$ cat src/rtl/sent_pkg.sv
// Shared SENT definitions: FSM states, tick constants, CRC-4 constants and
// the decoded frame payload. Also used by the transmitter side.
package sent_pkg;

    typedef enum logic [2:0] {
        ST_IDLE,
        ST_HUNT,
        ST_STATUS,
        ST_DATA,
        ST_CRC
    } sent_state_e;

    localparam int unsigned SYNC_TICKS    = 56;
    localparam int unsigned NIB_OFFSET    = 12;
    localparam int unsigned NIB_MAX_TICKS = 27;

    localparam logic [3:0] CRC_SEED = 4'b0101;
    localparam logic [3:0] CRC_POLY = 4'hD;

    // One decoded frame as presented on the outputs.
    typedef struct packed {
        logic [3:0]  status;
        logic [23:0] data;
        logic [3:0]  crc;
    } sent_frame_t;

endpackage

$ cat src/rtl/sent_crc4_step.sv
// One-nibble SENT CRC-4 update (x^4+x^3+x^2+1), zero-augmented form:
// four zero-shifts of crc_in, then XOR with nib.
//   crc_in  : running CRC
//   nib     : nibble to fold in
//   crc_out : updated CRC (combinational)
module sent_crc4_step
    import sent_pkg::*;
(
    input  logic [3:0] crc_in,
    input  logic [3:0] nib,
    output logic [3:0] crc_out
);

    logic [3:0] c;

    always_comb begin
        c = crc_in;
        for (int i = 0; i < 4; i++) begin
            c = c[3] ? ((c << 1) ^ CRC_POLY) : (c << 1);
        end
        crc_out = c ^ nib;
    end

endmodule

$ cat src/rtl/sent_rx_decoder.sv
// SENT frame receiver: times falling-edge intervals on the synchronized
// line, hunts for sync, decodes status/6 data/CRC nibbles and flags the
// result with one-cycle pulses.
//   clk_rx, reset_rx : clock, async active-low reset
//   sent_in          : raw SENT line (asynchronous)
//   status_out/data_out/crc_out : last completed frame (D0 in [23:20])
//   frame_valid / crc_err / frame_err : one-cycle result pulses
module sent_rx_decoder
    import sent_pkg::*;
#(
    parameter int unsigned TICK_CLKS = 4,
    parameter int unsigned SYNC_TOL  = 3,
    parameter int unsigned CNT_W     = 16
) (
    input  logic        clk_rx,
    input  logic        reset_rx,
    input  logic        sent_in,
    output logic [3:0]  status_out,
    output logic [23:0] data_out,
    output logic [3:0]  crc_out,
    output logic        frame_valid,
    output logic        crc_err,
    output logic        frame_err
);

    localparam int unsigned SHIFT = $clog2(TICK_CLKS);
    localparam int unsigned CW1   = CNT_W + 1;
    localparam logic [7:0] SYNC_LO = 8'(SYNC_TICKS - SYNC_TOL);
    localparam logic [7:0] SYNC_HI = 8'(SYNC_TICKS + SYNC_TOL);
    localparam logic [7:0] NIB_LO  = 8'(NIB_OFFSET);
    localparam logic [7:0] NIB_HI  = 8'(NIB_MAX_TICKS);

    logic             meta_q, cur_q, prev_q;
    logic             fall_c;
    logic [CNT_W-1:0] cnt_q, n_q;
    logic             ev_q;
    logic             sat_c;

    // Synchronizer plus edge-detect flop; idle-high line.
    always_ff @(posedge clk_rx or negedge reset_rx) begin
        if (!reset_rx) begin
            meta_q <= 1'b1;
            cur_q  <= 1'b1;
            prev_q <= 1'b1;
        end else begin
            meta_q <= sent_in;
            cur_q  <= meta_q;
            prev_q <= cur_q;
        end
    end

    assign fall_c = prev_q & ~cur_q;
    assign sat_c  = &cnt_q;

    // Interval counter; the finished interval is latched with an event flag.
    always_ff @(posedge clk_rx or negedge reset_rx) begin
        if (!reset_rx) begin
            cnt_q <= '0;
            n_q   <= '0;
            ev_q  <= 1'b0;
        end else begin
            ev_q <= fall_c;
            if (fall_c) begin
                n_q   <= cnt_q;
                cnt_q <= CNT_W'(1);
            end else if (!sat_c) begin
                cnt_q <= cnt_q + CNT_W'(1);
            end
        end
    end

    // Rounded cycles-to-ticks conversion by shift, clipped to 8 bits.
    logic [CW1-1:0] rnd_c, shr_c;
    logic [7:0]     ticks_c;
    logic [3:0]     nib_c;
    logic           nib_ok_c, sync_ok_c;

    always_comb begin
        rnd_c     = CW1'(n_q) + CW1'(TICK_CLKS / 2);
        shr_c     = rnd_c >> SHIFT;
        ticks_c   = (shr_c > CW1'(255)) ? 8'hFF : shr_c[7:0];
        nib_c     = 4'(ticks_c - NIB_LO);
        nib_ok_c  = (ticks_c >= NIB_LO) && (ticks_c <= NIB_HI);
        sync_ok_c = (ticks_c >= SYNC_LO) && (ticks_c <= SYNC_HI);
    end

    sent_state_e state_q, state_n;
    logic [2:0]  idx_q, idx_n;
    logic [3:0]  crc_q, crc_n, crc_upd_c, crc_fin_c;
    logic [3:0]  status_q, status_n;
    logic [23:0] data_q, data_n;
    sent_frame_t frame_q, frame_n;
    logic        fv_n, ce_n, fe_n;
    logic        fv_q, ce_q, fe_q;

    sent_crc4_step u_crc_upd (.crc_in(crc_q), .nib(nib_c), .crc_out(crc_upd_c));
    sent_crc4_step u_crc_fin (.crc_in(crc_q), .nib(4'h0),  .crc_out(crc_fin_c));

    // State and datapath registers.
    always_ff @(posedge clk_rx or negedge reset_rx) begin
        if (!reset_rx) begin
            state_q  <= ST_IDLE;
            idx_q    <= '0;
            crc_q    <= '0;
            status_q <= '0;
            data_q   <= '0;
            frame_q  <= '0;
            fv_q     <= 1'b0;
            ce_q     <= 1'b0;
            fe_q     <= 1'b0;
        end else begin
            state_q  <= state_n;
            idx_q    <= idx_n;
            crc_q    <= crc_n;
            status_q <= status_n;
            data_q   <= data_n;
            frame_q  <= frame_n;
            fv_q     <= fv_n;
            ce_q     <= ce_n;
            fe_q     <= fe_n;
        end
    end

    // Next-state and output decisions, one per finished interval.
    always_comb begin
        state_n  = state_q;
        idx_n    = idx_q;
        crc_n    = crc_q;
        status_n = status_q;
        data_n   = data_q;
        frame_n  = frame_q;
        fv_n     = 1'b0;
        ce_n     = 1'b0;
        fe_n     = 1'b0;

        case (state_q)
            ST_IDLE: begin
                if (ev_q) state_n = ST_HUNT;
            end
            ST_HUNT: begin
                if (ev_q && sync_ok_c) state_n = ST_STATUS;
            end
            ST_STATUS, ST_DATA, ST_CRC: begin
                if (ev_q) begin
                    if (sync_ok_c) begin
                        fe_n    = 1'b1;
                        state_n = ST_STATUS;
                    end else if (!nib_ok_c) begin
                        fe_n    = 1'b1;
                        state_n = ST_HUNT;
                    end else if (state_q == ST_STATUS) begin
                        status_n = nib_c;
                        idx_n    = '0;
                        crc_n    = CRC_SEED;
                        state_n  = ST_DATA;
                    end else if (state_q == ST_DATA) begin
                        // Shift register: D0 ends up in the top nibble.
                        data_n = {data_q[19:0], nib_c};
                        crc_n  = crc_upd_c;
                        if (idx_q == 3'd5) begin
                            state_n = ST_CRC;
                        end else begin
                            idx_n = idx_q + 3'd1;
                        end
                    end else begin
                        frame_n = '{status: status_q, data: data_q, crc: nib_c};
                        if (crc_fin_c == nib_c) fv_n = 1'b1;
                        else                    ce_n = 1'b1;
                        state_n = ST_HUNT;
                    end
                end
            end
            default: state_n = ST_IDLE;
        endcase

        // A silent line drops back to IDLE without flagging anything.
        if (!ev_q && sat_c && (state_q != ST_IDLE)) state_n = ST_IDLE;
    end

    assign status_out  = frame_q.status;
    assign data_out    = frame_q.data;
    assign crc_out     = frame_q.crc;
    assign frame_valid = fv_q;
    assign crc_err     = ce_q;
    assign frame_err   = fe_q;

endmodule

$ cat config.mk
export PLATFORM = sky130hd
export DESIGN_NAME = sent_rx_decoder
export DESIGN_NICKNAME = d
export VERILOG_FILES = /design/src/rtl/sent_pkg.sv /design/src/rtl/sent_crc4_step.sv /design/src/rtl/sent_rx_decoder.sv
export SDC_FILE = /design/constraint.sdc
export NUM_CORES = 1
export LEC_CHECK = 0
export ABC_CLOCK_PERIOD_IN_PS = 4200
export BUFFER_PORTS_ARGS = -buffer_cell sky130_fd_sc_hd__buf_2
export CAP_MARGIN = 10
export CORE_UTILIZATION = 45
export CTS_CLUSTER_DIAMETER = 60
export DETAILED_ROUTE_END_ITERATION = 6
export PLACE_DENSITY = 0.65
export SYNTH_ARGS = -nofsm -noshare
export SYNTH_HDL_FRONTEND = slang
export SYNTH_SLANG_ARGS = --single-unit
$ cat constraint.sdc
create_clock -name clk_rx -period 4.2 [get_ports clk_rx]
set_input_delay 0.21 -clock clk_rx [delete_from_list [all_inputs] [get_ports clk_rx]]
set_output_delay 0.21 -clock clk_rx [all_outputs]
set_load 0.005 [all_outputs]
==> Flow_metrics.wiki <==
{| class="wikitable"
! Metric !! Value
|-
| Share of cells above drive strength 1 || 0.220
|-
| Required time worst endpoint || 4.44 ns
|-
| Most common library cell in the layout ignoring fill and taps || sky130_fd_sc_hd__dfrtp_1
|-
| Post-CTS setup buffer count || 0
|-
| Worst hold slack after final layout || 0.357 ns
|-
| Combined area of all synthesized cells || 5080 um^2
|-
| Synthesized area per cell || 11.8 um^2
|-
| Root buffer cell || sky130_fd_sc_hd__clkbuf_16
|-
| Number of failing hold endpoints at the final stage || 0
|-
| Count of maximum capacitance violations || 0
|-
| Cell Count Post-Placement || 590
|-
| Aggregate global-route resource usage || 0.174
|-
| Path category of the worst min-delay check || reg2reg
|-
| Sum Neg Setup Slack || 0 ns
|-
| Total internal power || 1.66 mW
|-
| Measured slew at the worst slew-check pin || 1.03 ns
|-
| CTS tree || yes
|-
| Number of ports placed on the die boundary || 38
|-
| Die Y-Extent || 108 um
|-
| Detail Placement HPWL || 6300 um
|-
| Count of cell types in the netlist || 59
|-
| Crit path capture type || register
|-
| Die W || 108 um
|-
| # rows || 38
|-
| Core outline area || 10900 um^2
|-
| RD Place Congestion || 0.848
|-
| Count of routing violations after the opening detailed-route iteration || 130
|-
| Clock Latency Late Sink || 0.35 ns
|-
| Total via count after detailed routing || 3358
|-
| Part of the power in registers || 0.499
|-
| Final clock skew || 0.0106 ns
|-
| Worst Path Arrival || 3.84 ns
|-
| Number of nets still failing antenna checks after routing || 0
|-
| Post-synth EDFFs || 0
|-
| Total of flip-flops plus latches after synthesis || 108
|-
| Clock power frac || 0.331
|-
| Reg-to-reg startpoint || n_q[1]
|-
| Flop2flop setup slack || 0.60 ns
|-
| # hold bufs at CTS || 2
|-
| Number of nets produced by synthesis || 438
|-
| Layout Area Growth over Synthesis || 11.2%
|-
| Worst slew margin relative to its limit || 0.310
|-
| Combinational Power Share || 0.169
|-
| Number of endpoints failing setup at the final stage || 0
|-
| Crit path launch type || register
|-
| Setup repair after global routing missed its margin || false
|-
| Full die area || 11700 um^2
|-
| Async set or reset register ratio after synthesis || 1.00
|-
| Level count of the clock H-tree || 3
|-
| Final nets || 470
|-
| Switching share of total power || 0.304
|-
| Gate count after technology mapping || 431
|-
| Fmax || 278 MHz
|-
| Worst supply voltage drop on vdd || 0.331 mV
|-
| Net switching power || 726 uW
|-
| Static leakage power || 2.80 nW
|-
| Highest-count cells in the layout ignoring fill and taps || 105 x sky130_fd_sc_hd__dfrtp_1, 43 x sky130_fd_sc_hd__mux2_1, 36 x sky130_fd_sc_hd__buf_2
|-
| Leftover overflow at the end of global routing || 0
|-
| Initial Utilization || 0.464
|-
| Number of detailed-routing iterations run before antenna repair || 4
|-
| Max-slew violations || 0
|-
| Wire length of the first global-routing pass || 15700 um
|-
| Sum of routed wire length over all layers || 9110 um
|-
| Worst Path Max Fanout || 26
|-
| Min-Delay Path Depth || 0
|-
| Proportion of synthesized chip area in sequential cells || 0.533
|-
| Sink of the worst hold path || cur_q
|-
| Worst Path Class, Setup || reg2reg
|-
| Port bufs || 37
|-
| Prevailing post-synth register cell || sky130_fd_sc_hd__dfrtp_1
|-
| Post-cts gate resize count || 0
|-
| Cell Count, Final, Fillers Out || 608
|-
| Max Root-Sink Buffers || 2
|-
| Hold path startpoint || meta_q
|-
| Result of the run || finished, final reports clean
|-
| DR DRC count || 0
|-
| Largest net degree at the start of global routing || 62
|-
| Critical register-to-register path endpoint || data_q[17]
|-
| Number of warnings issued by yosys || 0
|-
| Number of antenna violations at the first check in global routing || 0
|-
| Antenna diode count || 0
|-
| Minimum clock period || 3.60 ns
|-
| Clock sink total || 108
|-
| Total power divided by cell area || 422 nW/um^2
|-
| CTS clk-pin slew, worst paths || 0.07 ns
|-
| Via count of the first global-routing pass || 3195
|-
| Num CTS Buffers || 9
|-
| Detailed-route vias per instance || 5.52
|-
| Worst reg2reg path depth || 8
|-
| Final period utilization || 0.857
|-
| Final routed wire length divided by cell count || 15.0 um
|}
-- final cells by class --
cell class                      count  area (um^2)
Sequential cell                   108         2710
Clock buffer                       11          233
Tap cell                          140          175
Fill cell                        1001         5290
Clock inverter                      5         43.8
Inverter                           12         45.0
Timing Repair Buffer               42          230
Multi-Input combinational cell    290         2210
-- through the flow --
step                      setup slack, ns  instance area [um^2]  power, mW   util
final                               0.601                  5650       2.38  0.516
after CTS                           0.593                  5650       2.41  0.516
after floorplan                      1.27                  5080       1.50      -
after global routing                0.372                  5650       2.52  0.516
after detailed placement            0.612                  5350       1.61  0.489
after global placement              0.720                  5350       1.60  0.489
-- power groups by stage --
stage | sequential, mW | combinational [mW] | clock [mW]
floorplan | 1.16 | 0.344 | 0
global placement | 1.20 | 0.398 | 0
detailed placement | 1.21 | 0.400 | 0
CTS | 1.19 | 0.404 | 0.818
global route | 1.20 | 0.459 | 0.857
finish | 1.19 | 0.404 | 0.790
-- sequential cells by signal, indices dropped and copies added (netlist names) --
| name | count |
|---|---|
| meta_q | 1 |
| cnt_q | 16 |
| status_q | 4 |
| crc_err | 1 |
| ev_q | 1 |
| data_out | 24 |
| data_q | 24 |
| crc_out | 4 |
| frame_valid | 1 |
| n_q | 15 |
| state_q | 3 |
| prev_q | 1 |
| frame_err | 1 |
| crc_q | 4 |
| status_out | 4 |
| idx_q | 3 |
| cur_q | 1 |
-- kinds of logic (layout without fill, tap and decap cells) --
logic type / Yosys count / in the layout / share of synthesized area
AOI/OAI and AO/OA: 52 / 52 / 0.0690
muxes: 77 / 77 / 0.170
and+or+nand+nor: 133 / 133 / 0.142
DFF: 108 / 108 / 0.533
buffers and inverters: 33 / 70 / 0.0315
adders and majority gates: 5 / 5 / 0.0118
xor gates and xnor gates: 23 / 23 / 0.0424
-- cells in the mapped netlist (all sizes together) (4+ instances only) --
library cell / count / area [um^2]
a21oi: 11 / 55.1
a31o: 5 / 43.8
and2: 6 / 37.5
and3: 4 / 25.0
buf: 9 / 70.1
clkbuf: 12 / 45.0
dfrtp: 105 / 2630
ha: 4 / 50.1
inv: 12 / 45.0
mux2: 73 / 822
mux2i: 4 / 40.0
nand2: 27 / 104
nand3: 18 / 115
nand4: 10 / 77.6
nor2: 35 / 131
nor3: 10 / 55.1
nor4: 4 / 31.3
o21ai: 11 / 55.1
or3: 4 / 25.0
xnor2: 8 / 70.1
xor2: 14 / 123
-- metal layers --
layer / GRT usage / share of wire
met4: 0.0763 / 0.018
met1: 0.234 / 0.46
met2: 0.269 / 0.48
met5: 0 / 0
met3: 0.0398 / 0.043
-- how the worst max path moves through the flow --
stage	from	to	slack, ns	depth (start not counted)
2_1_floorplan	n_q[1]	crc_out[3]	1.27	10
3_3_place_gp	n_q[1]	data_q[18]	0.72	8
3_5_place_dp	n_q[1]	data_q[17]	0.61	8
4_1_cts	n_q[1]	data_q[17]	0.59	8
5_1_grt	n_q[1]	data_q[21]	0.37	8
6_report	n_q[1]	data_q[17]	0.60	8
-- worst max-delay path: stages (launching register included) --
cell and delay (ns):
sky130_fd_sc_hd__dfrtp_1 0.49, sky130_fd_sc_hd__ha_1 0.37, sky130_fd_sc_hd__or3b_2 0.51, sky130_fd_sc_hd__a211oi_1 0.31
sky130_fd_sc_hd__o22ai_1 0.12, sky130_fd_sc_hd__a21oi_1 0.23, sky130_fd_sc_hd__and4_1 0.52, sky130_fd_sc_hd__nand2_2 0.46
sky130_fd_sc_hd__mux2_1 0.46
Power figures use the tool's default switching activity.
